<file path="config.mk">
export PLATFORM = sky130hd
export DESIGN_NAME = snn_core_param
export DESIGN_NICKNAME = d
export VERILOG_FILES = /design/src/rtl/snn_pkg.sv /design/src/rtl/snn_core_param_mac.sv /design/src/rtl/snn_core_param.sv
export SDC_FILE = /design/constraint.sdc
export NUM_CORES = 1
export LEC_CHECK = 0
export BUFFER_PORTS_ARGS = -buffer_cell sky130_fd_sc_hd__buf_2
export CORE_MARGIN = 2
export CORE_UTILIZATION = 49
export CTS_BUF_LIST = sky130_fd_sc_hd__clkbuf_2
export CTS_CLUSTER_SIZE = 10
export DETAILED_ROUTE_END_ITERATION = 8
export GPL_ROUTABILITY_DRIVEN = 0
export GPL_TIMING_DRIVEN = 0
export PLACE_DENSITY = 0.66
export SYNTH_ARGS = -nofsm -noshare
export SYNTH_HDL_FRONTEND = slang
export SYNTH_SLANG_ARGS = --single-unit
</file>
<file path="constraint.sdc">
create_clock -name clk -period 8.35 [get_ports clk]
set_input_delay 0.835 -clock clk [delete_from_list [all_inputs] [get_ports clk]]
set_output_delay 0.835 -clock clk [all_outputs]
set_load 0.01 [all_outputs]
</file>
<file path="src/rtl/snn_pkg.sv">
`default_nettype none
// +--------------------------------------------------------------------+
// | snn_pkg : shared state encoding, pixel constant, rectifier helper  |
// | Revision: 1.0                                                      |
// +--------------------------------------------------------------------+
package snn_pkg;

  typedef enum logic [3:0] {
    S_IDLE      = 4'd0,
    S_HID_MAC   = 4'd1,
    S_HID_DRAIN = 4'd2,
    S_HID_LUT   = 4'd3,
    S_HID_WR    = 4'd4,
    S_OUT_MAC   = 4'd5,
    S_OUT_DRAIN = 4'd6,
    S_OUT_LUT   = 4'd7,
    S_OUT_CMP   = 4'd8,
    S_DONE      = 4'd9
  } snn_state_t;

  localparam logic [7:0] PIX_HI = 8'h7F;

  // Drops FRAC LSBs, saturates to a signed LUT_AW-bit range and flips the
  // MSB so the signed result indexes the LUT as 0..2^LUT_AW-1.
  function automatic logic [31:0] snn_rectify(input logic signed [63:0] acc,
                                              input int frac,
                                              input int lut_aw);
    logic signed [63:0] hi;
    logic signed [63:0] r;
    logic [63:0]        mask;
    logic [63:0]        half;
    hi   = acc >>> (frac + lut_aw - 1);
    r    = acc >>> frac;
    mask = (64'd1 << lut_aw) - 64'd1;
    half = 64'd1 << (lut_aw - 1);
    if (hi == 64'sd0 || hi == -64'sd1) begin
      snn_rectify = 32'((r ^ half) & mask);
    end else if (acc[63]) begin
      snn_rectify = 32'd0;
    end else begin
      snn_rectify = 32'(mask);
    end
  endfunction

endpackage
`default_nettype wire

</file>
<file path="src/rtl/snn_core_param_mac.sv">
`default_nettype none
// +--------------------------------------------------------------------+
// | snn_mac : signed multiply-accumulate, synchronous clear and enable |
// | Revision: 1.0                                                      |
// +--------------------------------------------------------------------+
module snn_mac #(
  parameter int W_W   = 8,
  parameter int ACC_W = 26
) (
  input  logic                    clk,
  input  logic                    rst_n,
  input  logic                    clr_i,
  input  logic                    en_i,
  input  logic signed [W_W:0]     a_i,
  input  logic signed [W_W-1:0]   b_i,
  output logic signed [ACC_W-1:0] acc_o
);

  localparam int P_W = 2 * W_W + 1;

  logic signed [P_W-1:0]   prod_w;
  logic signed [ACC_W-1:0] acc_q;
  logic signed [ACC_W-1:0] acc_d;

  assign prod_w = P_W'(a_i) * P_W'(b_i);

  always_comb begin
    acc_d = acc_q;
    if (clr_i) begin
      acc_d = '0;
    end else if (en_i) begin
      acc_d = acc_q + ACC_W'(prod_w);
    end
  end

  always_ff @(posedge clk or negedge rst_n) begin
    if (!rst_n) begin
      acc_q <= '0;
    end else begin
      acc_q <= acc_d;
    end
  end

  assign acc_o = acc_q;

endmodule
`default_nettype wire

</file>
<file path="src/rtl/snn_core_param.sv">
`default_nettype none
// +--------------------------------------------------------------------+
// | snn_core_param : two-layer binary-input SNN inference with argmax  |
// | Revision: 1.0                                                      |
// +--------------------------------------------------------------------+
module snn_core_param
  import snn_pkg::*;
#(
  parameter int N_IN   = 784,
  parameter int N_HID  = 32,
  parameter int N_OUT  = 10,
  parameter int W_W    = 8,
  parameter int ACC_W  = 26,
  parameter int FRAC   = 7,
  parameter int LUT_AW = 11,
  localparam int OUT_W  = $clog2(N_OUT),
  localparam int IN_AW  = $clog2(N_IN),
  localparam int HID_AW = $clog2(N_HID)
) (
  input  logic                    clk,
  input  logic                    rst_n,
  input  logic                    start_i,
  output logic [IN_AW-1:0]        in_addr_o,
  input  logic                    in_q_i,
  output logic [HID_AW+IN_AW-1:0] hw_addr_o,
  input  logic [W_W-1:0]          hw_q_i,
  output logic [OUT_W+HID_AW-1:0] ow_addr_o,
  input  logic [W_W-1:0]          ow_q_i,
  output logic [LUT_AW-1:0]       lut_addr_o,
  input  logic [W_W-1:0]          lut_q_i,
  output logic [OUT_W-1:0]        digit_o,
  output logic                    done_o,
  output logic                    busy_o
);

  snn_state_t          state_q, state_d;
  logic [IN_AW-1:0]    in_idx_q, in_idx_d;
  logic [HID_AW-1:0]   hid_idx_q, hid_idx_d;
  logic [OUT_W-1:0]    out_idx_q, out_idx_d;
  logic [W_W-1:0]      best_val_q, best_val_d;
  logic [OUT_W-1:0]    best_idx_q, best_idx_d;
  logic [OUT_W-1:0]    digit_q, digit_d;
  logic                vld_q;
  logic [W_W-1:0]      hid_ram_q [N_HID];
  logic [W_W-1:0]      hid_rd_q;

  logic                    acc_clr_w;
  logic                    ram_we_w;
  logic                    take_w;
  logic                    hid_layer_w;
  logic signed [W_W:0]     a_w;
  logic signed [W_W-1:0]   b_w;
  logic signed [ACC_W-1:0] acc_w;
  logic signed [63:0]      acc_ext_w;
  logic [LUT_AW-1:0]       rect_w;

  // Operands arrive one cycle after their address, so the MAC is enabled
  // on the cycle following every MAC-state cycle (covers the drain cycle).
  assign hid_layer_w = (state_q == S_HID_MAC) || (state_q == S_HID_DRAIN);
  assign a_w = hid_layer_w ? (W_W+1)'(in_q_i ? PIX_HI : 8'h00)
                           : {1'b0, hid_rd_q};
  assign b_w = hid_layer_w ? hw_q_i : ow_q_i;

  snn_mac #(
    .W_W   (W_W),
    .ACC_W (ACC_W)
  ) u_mac (
    .clk   (clk),
    .rst_n (rst_n),
    .clr_i (acc_clr_w),
    .en_i  (vld_q),
    .a_i   (a_w),
    .b_i   (b_w),
    .acc_o (acc_w)
  );

  assign acc_ext_w = 64'(acc_w);
  assign rect_w    = LUT_AW'(snn_rectify(acc_ext_w, FRAC, LUT_AW));
  assign take_w    = (out_idx_q == '0) || (lut_q_i > best_val_q);

  always_comb begin
    state_d    = state_q;
    in_idx_d   = in_idx_q;
    hid_idx_d  = hid_idx_q;
    out_idx_d  = out_idx_q;
    best_val_d = best_val_q;
    best_idx_d = best_idx_q;
    digit_d    = digit_q;
    acc_clr_w  = 1'b0;
    ram_we_w   = 1'b0;
    in_addr_o  = '0;
    hw_addr_o  = '0;
    ow_addr_o  = '0;
    lut_addr_o = '0;
    case (state_q)
      S_IDLE: begin
        acc_clr_w  = 1'b1;
        in_idx_d   = '0;
        hid_idx_d  = '0;
        out_idx_d  = '0;
        best_val_d = '0;
        best_idx_d = '0;
        if (start_i) state_d = S_HID_MAC;
      end
      S_HID_MAC: begin
        in_addr_o = in_idx_q;
        hw_addr_o = {hid_idx_q, in_idx_q};
        if (in_idx_q == IN_AW'(N_IN - 1)) begin
          in_idx_d = '0;
          state_d  = S_HID_DRAIN;
        end else begin
          in_idx_d = in_idx_q + IN_AW'(1);
        end
      end
      S_HID_DRAIN: state_d = S_HID_LUT;
      S_HID_LUT: begin
        lut_addr_o = rect_w;
        state_d    = S_HID_WR;
      end
      S_HID_WR: begin
        ram_we_w  = 1'b1;
        acc_clr_w = 1'b1;
        if (hid_idx_q == HID_AW'(N_HID - 1)) begin
          hid_idx_d = '0;
          state_d   = S_OUT_MAC;
        end else begin
          hid_idx_d = hid_idx_q + HID_AW'(1);
          state_d   = S_HID_MAC;
        end
      end
      S_OUT_MAC: begin
        ow_addr_o = {out_idx_q, hid_idx_q};
        if (hid_idx_q == HID_AW'(N_HID - 1)) begin
          hid_idx_d = '0;
          state_d   = S_OUT_DRAIN;
        end else begin
          hid_idx_d = hid_idx_q + HID_AW'(1);
        end
      end
      S_OUT_DRAIN: state_d = S_OUT_LUT;
      S_OUT_LUT: begin
        lut_addr_o = rect_w;
        state_d    = S_OUT_CMP;
      end
      S_OUT_CMP: begin
        acc_clr_w = 1'b1;
        if (take_w) begin
          best_val_d = lut_q_i;
          best_idx_d = out_idx_q;
        end
        if (out_idx_q == OUT_W'(N_OUT - 1)) begin
          digit_d = take_w ? out_idx_q : best_idx_q;
          state_d = S_DONE;
        end else begin
          out_idx_d = out_idx_q + OUT_W'(1);
          state_d   = S_OUT_MAC;
        end
      end
      S_DONE:  state_d = S_IDLE;
      default: state_d = S_IDLE;
    endcase
  end

  always_ff @(posedge clk or negedge rst_n) begin
    if (!rst_n) begin
      state_q    <= S_IDLE;
      in_idx_q   <= '0;
      hid_idx_q  <= '0;
      out_idx_q  <= '0;
      best_val_q <= '0;
      best_idx_q <= '0;
      digit_q    <= '0;
      vld_q      <= 1'b0;
    end else begin
      state_q    <= state_d;
      in_idx_q   <= in_idx_d;
      hid_idx_q  <= hid_idx_d;
      out_idx_q  <= out_idx_d;
      best_val_q <= best_val_d;
      best_idx_q <= best_idx_d;
      digit_q    <= digit_d;
      vld_q      <= (state_q == S_HID_MAC) || (state_q == S_OUT_MAC);
    end
  end

  always_ff @(posedge clk) begin
    if (ram_we_w) hid_ram_q[hid_idx_q] <= lut_q_i;
    hid_rd_q <= hid_ram_q[hid_idx_q];
  end

  assign digit_o = digit_q;
  assign done_o  = (state_q == S_DONE);
  assign busy_o  = (state_q != S_IDLE);

endmodule
`default_nettype wire

</file>
==> results of run 1 <==
metal layers:
metal  routed length, um  track usage (%)  up-vias  part of all wire (%)
li1                    -                -     5157                     -
met1               16700             29.6     5554                    41
met2               19600             37.5      403                    49
met3                2900             4.92       76                   7.2
met4                 963             7.34        2                   2.4
met5                  13                0        -                 0.032
state kept, by name, summed over array words and instances (netlist names), 5 cells and up:
register     count
hid_rd_q         8
best_val_q       8
hid_idx_q        5
in_idx_q        10
hid_ram_q      256
u_mac.acc_o     26
cell families after synthesis:
| group | after synthesis | share of synthesized area, % |
|---|---|---|
| AND/OR/NAND/NOR | 324 | 9.19 |
| AO/OA/AOI/OAI | 217 | 8.64 |
| multiplexers | 88 | 9.75 |
| adder cells (fa/ha/maj) | 152 | 13.2 |
| XOR/XNOR | 17 | 0.859 |
| buffers and inverters | 149 | 3.57 |
| flip-flops | 330 | 54.8 |
placed cells by master, fill, tap and decap left out, types with 11 or more instances in the layout:
cell,count
sky130_fd_sc_hd__nor2_1,99
sky130_fd_sc_hd__clkbuf_2,122
sky130_fd_sc_hd__clkbuf_1,24
sky130_fd_sc_hd__mux4_2,64
sky130_fd_sc_hd__nor3_1,12
sky130_fd_sc_hd__a22o_1,18
sky130_fd_sc_hd__a22oi_1,34
sky130_fd_sc_hd__edfxtp_1,256
sky130_fd_sc_hd__inv_1,90
sky130_fd_sc_hd__buf_2,94
sky130_fd_sc_hd__and3_1,15
sky130_fd_sc_hd__fa_1,51
sky130_fd_sc_hd__a21o_1,18
sky130_fd_sc_hd__buf_4,11
sky130_fd_sc_hd__a21oi_1,34
sky130_fd_sc_hd__dfrtp_1,66
sky130_fd_sc_hd__o21ai_0,47
sky130_fd_sc_hd__and2_1,23
sky130_fd_sc_hd__o21a_1,16
sky130_fd_sc_hd__clkinv_1,14
sky130_fd_sc_hd__xnor2_1,12
sky130_fd_sc_hd__mux2i_1,17
sky130_fd_sc_hd__nand2_1,86
sky130_fd_sc_hd__nand2b_1,12
sky130_fd_sc_hd__nand3_1,17
sky130_fd_sc_hd__nand4_1,18
sky130_fd_sc_hd__ha_1,101
worst max-delay path, cell delays in order, from the launching register on:
cell and delay [ns]:
sky130_fd_sc_hd__dfrtp_1 0.44, sky130_fd_sc_hd__xnor2_1 0.38, sky130_fd_sc_hd__nand2b_1 0.43, sky130_fd_sc_hd__buf_2 0.33, sky130_fd_sc_hd__clkbuf_1 0.37, sky130_fd_sc_hd__a21o_1 0.29
sky130_fd_sc_hd__nand2_1 0.09, sky130_fd_sc_hd__fa_1 0.48, sky130_fd_sc_hd__inv_1 0.05, sky130_fd_sc_hd__fa_1 0.50, sky130_fd_sc_hd__inv_1 0.06, sky130_fd_sc_hd__fa_1 0.54
sky130_fd_sc_hd__inv_1 0.05, sky130_fd_sc_hd__fa_1 0.40, sky130_fd_sc_hd__fa_1 0.49, sky130_fd_sc_hd__ha_1 0.34, sky130_fd_sc_hd__o21ai_0 0.14, sky130_fd_sc_hd__o21ai_0 0.20
sky130_fd_sc_hd__a2111oi_0 0.91, sky130_fd_sc_hd__nor4_1 0.16, sky130_fd_sc_hd__mux2i_1 0.16, sky130_fd_sc_hd__a211o_2 0.30
worst paths after layout:
check                                            from                          end  slack (ns)  depth (start not counted)
setup / recovery               state_q[1]$_DFFE_PN0P_  u_mac.acc_o[25]$_DFFE_PN0P_        1.12                         21
hold / removal                                  rst_n  u_mac.acc_o[12]$_DFFE_PN0P_        0.32                          2
setup reg to reg               state_q[1]$_DFFE_PN0P_  u_mac.acc_o[25]$_DFFE_PN0P_        1.12                         21
hold reg to reg            u_mac.acc_o[6]$_DFFE_PN0P_   u_mac.acc_o[6]$_DFFE_PN0P_        0.50                          2
max in group asynchronous                       rst_n     out_idx_q[1]$_DFFE_PN0P_        7.41                          3
min in group clk                              start_i       state_q[1]$_DFFE_PN0P_        0.36                          3
cell type report:
class / instances / share of cell area (%)
diodes: 2 / 0.0262
plain buffers: 59 / 1.47
clock buffers: 122 / 3.20
clock inverters: 21 / 0.708
inverters: 90 / 1.77
multi-input cells: 798 / 37.8
flip-flops and latches: 330 / 49.8
well taps: 455 / 2.98
repair buffers: 80 / 2.26
stage by stage:
| stage | hold slack [ns] | cell area (um2) | instances | setup slack, ns |
|---|---|---|---|---|
| after floorplan | 0.450 | 17300 | 1277 | 2.40 |
| after global placement | 0.472 | 18300 | 1810 | 1.15 |
| after detailed placement | 0.473 | 18300 | 1811 | 1.18 |
| after CTS | 0.241 | 19100 | 1955 | 1.20 |
| after global routing | 0.217 | 19100 | 1957 | 0.671 |
| final | 0.318 | 19100 | 1957 | 1.12 |
==> metrics.log, run 1 <==
[metrics] run status: finished, final reports clean
[metrics] total of warnings raised by yosys: 0
[metrics] crit start category: flop
[metrics] average wire length per cell after detail routing: 20.5 um
[metrics] sequential share of the synthesized area: 54.8%
[metrics] post-CTS setup repair buffer count: 0
[metrics] most used standard cells in the synthesized netlist: sky130_fd_sc_hd__edfxtp_1 (256), sky130_fd_sc_hd__ha_1 (101), sky130_fd_sc_hd__nor2_1 (99)
[metrics] arrival time of the worst setup path: 8.03 ns
[metrics] sequential cell area in the final layout: 9500 um2
[metrics] highest attainable clock frequency: 0.138 GHz
[metrics] biggest area contributors in the synthesized netlist: sky130_fd_sc_hd__edfxtp_1 (44%), sky130_fd_sc_hd__dfrtp_1 (9.5%), sky130_fd_sc_hd__mux4_2 (8.3%), sky130_fd_sc_hd__ha_1 (7.3%), sky130_fd_sc_hd__fa_1 (5.9%)
[metrics] post-synthesis cell type with the largest combined area: sky130_fd_sc_hd__edfxtp_1
[metrics] flop and latch count out of synthesis: 330
[metrics] area of the mapped netlist: 17300 um2
[metrics] data required time of the critical path: 9.15 ns
[metrics] number of gates resized after CTS: 0
[metrics] Top FF cell, synth: sky130_fd_sc_hd__edfxtp_1
[metrics] fin. max-slew vios: 0
[metrics] TNS Setup: 0 ns
[metrics] RSZ-0062 raised after global routing: no
[metrics] Post-Route WL: 40200 um
[metrics] post-synth top area share: 44.4%
[metrics] Layout area overhead: 10.1%
[metrics] area of the core: 34700 um2
[metrics] GRT Resource Usage Total: 22.5%
[metrics] Post-synth EDFFs: 256
[metrics] area of the multi-input gates: 7210 um2
[metrics] overflow left after global routing: 0
[metrics] dominant cell by count in the synthesized netlist: sky130_fd_sc_hd__edfxtp_1
[metrics] # hold bufs at CTS: 1
[metrics] pin count of the biggest net entering global routing: 58
[metrics] starting density of the core: 49.9%
[metrics] max-cap violation count: 0
[metrics] Layout Utilization: 55.0%
[metrics] post-detail-place hpwl: 27900 um
[metrics] nature of the critical path endpoint: flop
[metrics] endpoints failing hold: 0
[metrics] count of unique library cells instantiated by Yosys: 70
[metrics] count of unresolved DRC violations after routing: 0
[metrics] endpoints failing setup: 0
[metrics] Slew Limit Headroom: 22.6%
[metrics] boundary pin count: 79
[metrics] asr flop ratio synth: 20.0%
[metrics] clock buffer count from CTS: 85
[metrics] Worst Setup Path Type: flop to flop
[metrics] vias in the first global route: 11.4k
[metrics] maximum number of buffers from clock root to sink: 3
[metrics] global-route wire length before repair: 62600 um
[metrics] share of final-layout standard cells stronger than drive strength 1: 21.4%
[metrics] net count after synthesis: 1457
[metrics] number of violations reported at the end of detailed-routing iteration 0: 846
[metrics] TritonCTS clock tree: done
[metrics] IO Port Bufs: 78
[metrics] antenna violations before repair: 3
[metrics] drt pass-1 iters: 5
[metrics] net count reported at finish: 1624
[metrics] clock-pin transition on the worst setup and hold timing paths: 0.11 ns
[metrics] largest driver fanout on the critical path: 10
[metrics] number of H-tree levels: 3
[metrics] time the final worst path needs with I/O delays and setup: 7.23 ns
[metrics] height of the die: 192 um
[metrics] period utilisation layout: 86.6%
[metrics] cell at the root of the clock tree: sky130_fd_sc_hd__clkbuf_2
[metrics] Layout Skew: 0.107 ns
[metrics] transition time at the pin with the least slew margin: 1.16 ns
[metrics] synthesized area per cell: 13.6 um2
[metrics] clock latency on the worst-skew pair: 0.90 ns
[metrics] Vias: 11.2k
[metrics] number of clock sinks: 330
[metrics] average vias per placed instance: 5.72
[metrics] die width: 192 um
[metrics] residual antenna-violating net count after detailed routing: 0
[metrics] die outline area: 36900 um2
[metrics] number of standard-cell rows in the floorplan: 68
[metrics] Post-Synthesis Cells: 1277
[metrics] Worst Hold Class: primary input to asynchronous set/reset pin
[metrics] FILL cells: 2969
Power of run 1 is not shown: default switching activity piles up to over one toggle a cycle in this logic, so the estimate is an artifact.
==> inputs of run 2 (changes only) <==
--- a/config.mk
+++ b/config.mk
@@ -6,7 +6,6 @@
 export NUM_CORES = 1
 export LEC_CHECK = 0
 export BUFFER_PORTS_ARGS = -buffer_cell sky130_fd_sc_hd__buf_2
-export CORE_MARGIN = 2
 export CORE_UTILIZATION = 49
 export CTS_BUF_LIST = sky130_fd_sc_hd__clkbuf_2
 export CTS_CLUSTER_SIZE = 10
==> run 2 against run 1 <==
  * Register-to-register slack worse by 0.08 ns
  * Sequential share of layout area is essentially flat
  * Non-clock buffer count unchanged
  * Via count up 0.44%
  * Die area decreased by 2.1%
  * Flip-flop and latch count is the same
  * Cell count shrank 0.20%
  * Critical path type unchanged
==> metrics.log, run 2 (synthesis gave the netlist of run 1 again) <==
[metrics] count of unresolved DRC violations after routing: 0 (unchanged)
[metrics] number of standard-cell rows in the floorplan: 68 (unchanged)
[metrics] time the final worst path needs with I/O delays and setup: 7.31 ns (+0.0814 ns)
[metrics] GRT Resource Usage Total: 23.0% (+0.50 points)
[metrics] post-detail-place hpwl: 27900 um (+0.11%)
[metrics] nature of the critical path endpoint: flop
[metrics] maximum number of buffers from clock root to sink: 3 (unchanged)
[metrics] residual antenna-violating net count after detailed routing: 0 (unchanged)
[metrics] most common cell after layout, fill and taps aside: sky130_fd_sc_hd__edfxtp_1
[metrics] IO Port Bufs: 78 (unchanged)
[metrics] share of final-layout standard cells stronger than drive strength 1: 21.8% (+0.44 points)
[metrics] antenna violations before repair: 1 (-2)
[metrics] sequential cell area in the final layout: 9500 um2 (unchanged)
[metrics] arrival time of the worst setup path: 8.05 ns (+0.02 ns)
[metrics] CP dominant cell by count: sky130_fd_sc_hd__fa_1
[metrics] vias in the first global route: 11.6k (+1.2%)
[metrics] area of the core: 34700 um2 (unchanged)
[metrics] Layout area overhead: 10.0% (about the same)
[metrics] highest-count cells in the layout ignoring fill and taps: sky130_fd_sc_hd__edfxtp_1 (256), sky130_fd_sc_hd__clkbuf_2 (127), sky130_fd_sc_hd__ha_1 (101), sky130_fd_sc_hd__nor2_1 (99), sky130_fd_sc_hd__buf_2 (94)
[metrics] area of the multi-input gates: 7210 um2 (unchanged)
[metrics] Worst Hold Class: primary input to asynchronous set/reset pin
[metrics] period utilisation layout: 87.5% (+0.97 points)
[metrics] crit start category: flop
[metrics] cell at the root of the clock tree: sky130_fd_sc_hd__clkbuf_2
[metrics] number of clock sinks: 330 (unchanged)
[metrics] run status: finished, final reports clean
[metrics] height of the die: 190 um (-1.0%)
[metrics] number of H-tree levels: 3 (unchanged)
[metrics] overflow left after global routing: 0 (unchanged)
[metrics] starting density of the core: 49.9% (unchanged)
[metrics] highest attainable clock frequency: 0.137 GHz (-1.1%)
[metrics] number of gates resized after CTS: 0 (unchanged)
[metrics] maximum single-stage delay on the critical path: 0.99 ns (+0.08 ns)
[metrics] die width: 190 um (-1.0%)
[metrics] transition time at the pin with the least slew margin: 1.15 ns (-0.00710 ns)
[metrics] Vias: 11.2k (+0.44%)
[metrics] worst path cell trace: xnor2_1 > nand2b_1 > buf_2 > mux2i_1 > or2_2 > fa_1 > fa_1 > inv_1 > fa_1 > fa_1 > fa_1 > ha_1 > o21ai_0 > o21ai_0 > a2111oi_0 > nor4_1 > mux2i_1 > a211o_2
[metrics] endpoints failing hold: 0 (unchanged)
[metrics] clock buffer count from CTS: 83 (-2.4%)
[metrics] clock-pin transition on the worst setup and hold timing paths: 0.10 ns (about the same)
[metrics] TritonCTS clock tree: done
[metrics] endpoints failing setup: 0 (unchanged)
[metrics] average wire length per cell after detail routing: 20.5 um (-0.22%)
[metrics] largest driver fanout on the critical path: 10 (unchanged)
[metrics] clock latency on the worst-skew pair: 0.91 ns (about the same)
[metrics] global-route wire length before repair: 63000 um (+0.72%)
[metrics] final worst setup slack: 1.04 ns (-0.0814 ns)
[metrics] average vias per placed instance: 5.76 (+0.64%)
[metrics] Biggest register: hid_ram_q
[metrics] data required time of the critical path: 9.09 ns (-0.06 ns)
[metrics] boundary pin count: 79 (unchanged)
[metrics] RSZ-0062 raised after global routing: no
[metrics] worst slack after detailed placement: 1.15 ns (-0.0349 ns)
[metrics] Slew Limit Headroom: 23.1% (+0.47 points)
[metrics] number of violations reported at the end of detailed-routing iteration 0: 911 (+7.7%)
[metrics] die outline area: 36100 um2 (-2.1%)
[metrics] FILL cells: 2957 (-0.40%)
[metrics] TNS Setup: 0 ns (unchanged)
[metrics] Crit-path slowest cell: sky130_fd_sc_hd__a2111oi_0
[metrics] Layout Skew: 0.143 ns (+0.0364 ns)
[metrics] pin count of the biggest net entering global routing: 58 (unchanged)
[metrics] number of flip-flops under the largest register name: 256 (unchanged)
[metrics] net count reported at finish: 1622 (-0.12%)
[metrics] fin. max-slew vios: 0 (unchanged)
[metrics] Worst Setup Path Type: flop to flop
[metrics] drt pass-1 iters: 7 (+2)
[metrics] max-cap violation count: 0 (unchanged)
[metrics] Post-Route WL: 40000 um (-0.42%)
-- run 2: critical path: cells and delay by family (launching register included) --
kind / cells / cell delay [ns]
fa+ha+maj: 6 / 2.76
simple gates: 3 / 0.82
compound gates: 4 / 1.61
flops: 1 / 0.45
xor+xnor: 1 / 0.41
buf+inv: 2 / 0.37
mux: 2 / 0.78
-- run 2: area by class of cell --
cell class                      count  share of cell area (%)
Antenna cell                        1                  0.0131
Buffer                             59                    1.47
Clock buffer                      127                    3.33
Clock inverter                     13                   0.525
Inverter                           90                    1.77
Multi-Input combinational cell    798                    37.8
Sequential cell                   330                    49.8
Tap cell                          455                    2.99
Timing Repair Buffer               80                    2.26
-- run 2: layer usage --
metal / GRT usage [%] / share of wire [%] / vias up
met4: 7.85 / 2.3 / 0
met3: 3.78 / 5.6 / 76
met5: 0 / 0 / -
met2: 38.3 / 50 / 356
met1: 30.8 / 42 / 5656
li1: - / - / 5153
-- run 2: repair_timing --
action	CTS	global route
buffers inserted	0	0
hold buffers	1	0
endpoints found under the hold margin	20	0
-- run 2: path summary, 6_finish.rpt --
kind / start / end / slack (ns) / depth (start not counted)
min reg2reg: u_mac.acc_o[5]$_DFFE_PN0P_ / u_mac.acc_o[5]$_DFFE_PN0P_ / 0.49 / 2
max reg2reg: state_q[1]$_DFFE_PN0P_ / u_mac.acc_o[25]$_DFFE_PN0P_ / 1.04 / 18
max in group asynchronous: rst_n / best_val_q[3]$_DFFE_PN0P_ / 7.39 / 3
min in group clk: start_i / state_q[1]$_DFFE_PN0P_ / 0.40 / 3
max: state_q[1]$_DFFE_PN0P_ / u_mac.acc_o[25]$_DFFE_PN0P_ / 1.04 / 18
min: rst_n / u_mac.acc_o[10]$_DFFE_PN0P_ / 0.36 / 2
-- run 2: through the flow --
| stage | hold WS [ns] | instance area [um2] | util (%) | std cells |
|---|---|---|---|---|
| after floorplan | 0.450 | 17300 | - | 1277 |
| after global placement | 0.471 | 18300 | 52.7 | 1810 |
| after detailed placement | 0.471 | 18300 | 52.8 | 1811 |
| after CTS | 0.258 | 19100 | 54.9 | 1952 |
| after global routing | 0.319 | 19100 | 54.9 | 1953 |
| final | 0.363 | 19100 | 54.9 | 1953 |
Power of run 2 is left out for the same reason.
==> inputs of run 3 (changes only) <==
--- a/config.mk
+++ b/config.mk
@@ -6,13 +6,13 @@
 export NUM_CORES = 1
 export LEC_CHECK = 0
 export BUFFER_PORTS_ARGS = -buffer_cell sky130_fd_sc_hd__buf_2
-export CORE_UTILIZATION = 49
+export CORE_UTILIZATION = 50
 export CTS_BUF_LIST = sky130_fd_sc_hd__clkbuf_2
 export CTS_CLUSTER_SIZE = 10
 export DETAILED_ROUTE_END_ITERATION = 8
 export GPL_ROUTABILITY_DRIVEN = 0
 export GPL_TIMING_DRIVEN = 0
-export PLACE_DENSITY = 0.66
+export PLACE_DENSITY = 0.67
 export SYNTH_ARGS = -nofsm -noshare
 export SYNTH_HDL_FRONTEND = slang
 export SYNTH_SLANG_ARGS = --single-unit
==> run 3 against run 2 <==
  * Global-route usage shrank 0.070 points
  * Clock skew shrank 0.088 ns
  * Count of clock-buffer cells in the layout increased by 2
  * Utilization is 1.5 points higher
  * Flip-flop and latch count unchanged
  * Wire length shrank 0.86%
  * Fmax grew 1.1%
  * Critical path type unchanged
==> metrics.log, run 3 (synthesis gave the netlist of run 1 again) <==
[metrics] run status: finished, final reports clean
[metrics] arrival time of the worst setup path: 7.96 ns (-0.09 ns)
[metrics] TNS Setup: 0 ns (unchanged)
[metrics] Layout Skew: 0.0558 ns (-0.0876 ns)
[metrics] largest driver fanout on the critical path: 10 (unchanged)
[metrics] post-CTS setup repair buffer count: 0 (unchanged)
[metrics] cell at the root of the clock tree: sky130_fd_sc_hd__clkbuf_2
[metrics] average wire length per cell after detail routing: 20.2 um (-1.2%)
[metrics] Layout area overhead: 10.1% (about the same)
[metrics] count of unresolved DRC violations after routing: 0 (unchanged)
[metrics] Worst Setup Path Type: flop to flop
[metrics] TritonCTS clock tree: done
[metrics] FILL cells: 2847 (-3.7%)
[metrics] pin count of the biggest net entering global routing: 64 (+10%)
[metrics] sequential cell area in the final layout: 9500 um2 (unchanged)
[metrics] share of final-layout standard cells stronger than drive strength 1: 21.8% (-0.070 points)
[metrics] endpoints failing setup: 0 (unchanged)
[metrics] die width: 188 um (-0.99%)
[metrics] antenna violations before repair: 1 (unchanged)
[metrics] net count reported at finish: 1624 (+0.12%)
[metrics] residual antenna-violating net count after detailed routing: 0 (unchanged)
[metrics] number of gates resized after CTS: 0 (unchanged)
[metrics] # hold bufs at CTS: 1 (unchanged)
[metrics] Worst Hold Class: primary input to asynchronous set/reset pin
[metrics] maximum single-stage delay on the critical path: 0.89 ns (-0.10 ns)
[metrics] GRT Resource Usage Total: 23.0% (-0.070 points)
[metrics] starting density of the core: 51.3% (+1.4 points)
[metrics] nature of the critical path endpoint: flop
[metrics] clock buffer count from CTS: 85 (+2.4%)
[metrics] worst path cell trace: xnor2_1 > nand2b_1 > buf_2 > mux2i_1 > or2_2 > fa_1 > fa_1 > inv_1 > fa_1 > fa_1 > fa_1 > ha_1 > o21ai_0 > o21ai_0 > a2111oi_0 > nor4_1 > mux2i_1 > a211o_2
[metrics] clock-pin transition on the worst setup and hold timing paths: 0.12 ns (+0.02 ns)
[metrics] Slew Limit Headroom: 25.7% (+2.6 points)
[metrics] post-detail-place hpwl: 27600 um (-1.0%)
[metrics] average vias per placed instance: 5.69 (-1.1%)
[metrics] family with the most delay on the worst path: adder cells
[metrics] clock latency on the worst-skew pair: 0.89 ns (-0.02 ns)
[metrics] area of the multi-input gates: 7210 um2 (unchanged)
[metrics] die outline area: 35400 um2 (-2.0%)
[metrics] crit start category: flop
[metrics] drt pass-1 iters: 5 (-2)
[metrics] RSZ-0062 raised after global routing: no
[metrics] highest attainable clock frequency: 0.138 GHz (+1.1%)
[metrics] area of the core: 33800 um2 (-2.7%)
[metrics] data required time of the critical path: 9.08 ns (about the same)
[metrics] endpoints failing hold: 0 (unchanged)
[metrics] number of clock sinks: 330 (unchanged)
[metrics] Layout Utilization: 56.5% (+1.5 points)
[metrics] number of flip-flops under the largest register name: 256 (unchanged)
[metrics] maximum number of buffers from clock root to sink: 3 (unchanged)
[metrics] fin. max-slew vios: 0 (unchanged)
[metrics] number of H-tree levels: 3 (unchanged)
[metrics] number of standard-cell rows in the floorplan: 67 (-1.5%)
[metrics] time the final worst path needs with I/O delays and setup: 7.23 ns (-0.0826 ns)
[metrics] Crit-path slowest cell: sky130_fd_sc_hd__a2111oi_0
[metrics] max-cap violation count: 0 (unchanged)
[metrics] Biggest register: hid_ram_q
[metrics] global-route wire length before repair: 62300 um (-1.2%)
[metrics] Vias: 11.2k (-0.78%)
[metrics] period utilisation layout: 86.6% (-0.99 points)
[metrics] overflow left after global routing: 0 (unchanged)
[metrics] Post-Route WL: 39700 um (-0.86%)
[metrics] vias in the first global route: 11.6k (-0.16%)
[metrics] transition time at the pin with the least slew margin: 1.11 ns (-0.0391 ns)
[metrics] highest-count cells in the layout ignoring fill and taps: sky130_fd_sc_hd__edfxtp_1 (256), sky130_fd_sc_hd__clkbuf_2 (129), sky130_fd_sc_hd__ha_1 (101), sky130_fd_sc_hd__nor2_1 (99), sky130_fd_sc_hd__buf_2 (94)
[metrics] Buf/Inv on CP: 2 (unchanged)
[metrics] IO Port Bufs: 78 (unchanged)
[metrics] most common cell after layout, fill and taps aside: sky130_fd_sc_hd__edfxtp_1
[metrics] boundary pin count: 79 (unchanged)
[metrics] CP dominant cell by count: sky130_fd_sc_hd__fa_1
[metrics] number of violations reported at the end of detailed-routing iteration 0: 834 (-8.5%)
[metrics] height of the die: 188 um (-0.99%)
## run 3: cell types whose count changed in the layout (fill, tap and decap cells not counted)
cell                        before  now
sky130_fd_sc_hd__bufinv_16       1    0
sky130_fd_sc_hd__inv_6           2    1
sky130_fd_sc_hd__clkinv_1        5   17
sky130_fd_sc_hd__inv_8           1    0
sky130_fd_sc_hd__clkbuf_2      127  129
sky130_fd_sc_hd__inv_2           0    2
sky130_fd_sc_hd__clkinv_4        0    1
## run 3: path summary, 6_finish.rpt
check                                           startpoint                     endpoint  slack, ns  cells past startpoint
worst min register to register  u_mac.acc_o[5]$_DFFE_PN0P_   u_mac.acc_o[5]$_DFFE_PN0P_       0.50                      2
min in group clk                                   start_i       state_q[1]$_DFFE_PN0P_       0.43                      3
max in group asynchronous                            rst_n  u_mac.acc_o[22]$_DFFE_PN0P_       7.49                      3
worst min-delay path                                 rst_n  u_mac.acc_o[16]$_DFFE_PN0P_       0.30                      2
worst max-delay path                state_q[1]$_DFFE_PN0P_  u_mac.acc_o[25]$_DFFE_PN0P_       1.12                     18
worst max register to register      state_q[1]$_DFFE_PN0P_  u_mac.acc_o[25]$_DFFE_PN0P_       1.12                     18
## run 3: layout make-up
type                    instances  share of cell area (%)
multi-input cells             798                    37.8
well taps                     448                    2.94
clock buffers                 129                    3.38
inverters                      90                    1.77
clock inverters                25                   0.584
diodes                          1                  0.0131
repair buffers                 80                    2.26
flip-flops and latches        330                    49.8
plain buffers                  59                    1.47
## run 3: metal layers
metal | part of all wire [%] | wire length, um | GRT usage [%] | up-vias
met3 | 6.1 | 2420 | 3.89 | 72
met1 | 42 | 16800 | 30.7 | 5518
met4 | 2.3 | 895 | 7.88 | 0
li1 | - | - | - | 5174
met5 | 0 | 0 | 0 | -
met2 | 49 | 19500 | 38.2 | 389
## run 3: through the flow
step / setup slack [ns] / instances / instance area (um2) / hold WS (ns)
6_report: 1.12 / 1960 / 19100 / 0.301
3_3_place_gp: 1.15 / 1803 / 18300 / 0.471
5_1_grt: 0.775 / 1960 / 19100 / 0.268
4_1_cts: 1.18 / 1959 / 19100 / 0.257
2_1_floorplan: 2.40 / 1277 / 17300 / 0.450
3_5_place_dp: 1.20 / 1804 / 18300 / 0.475
Power of run 3 is left out for the same reason.
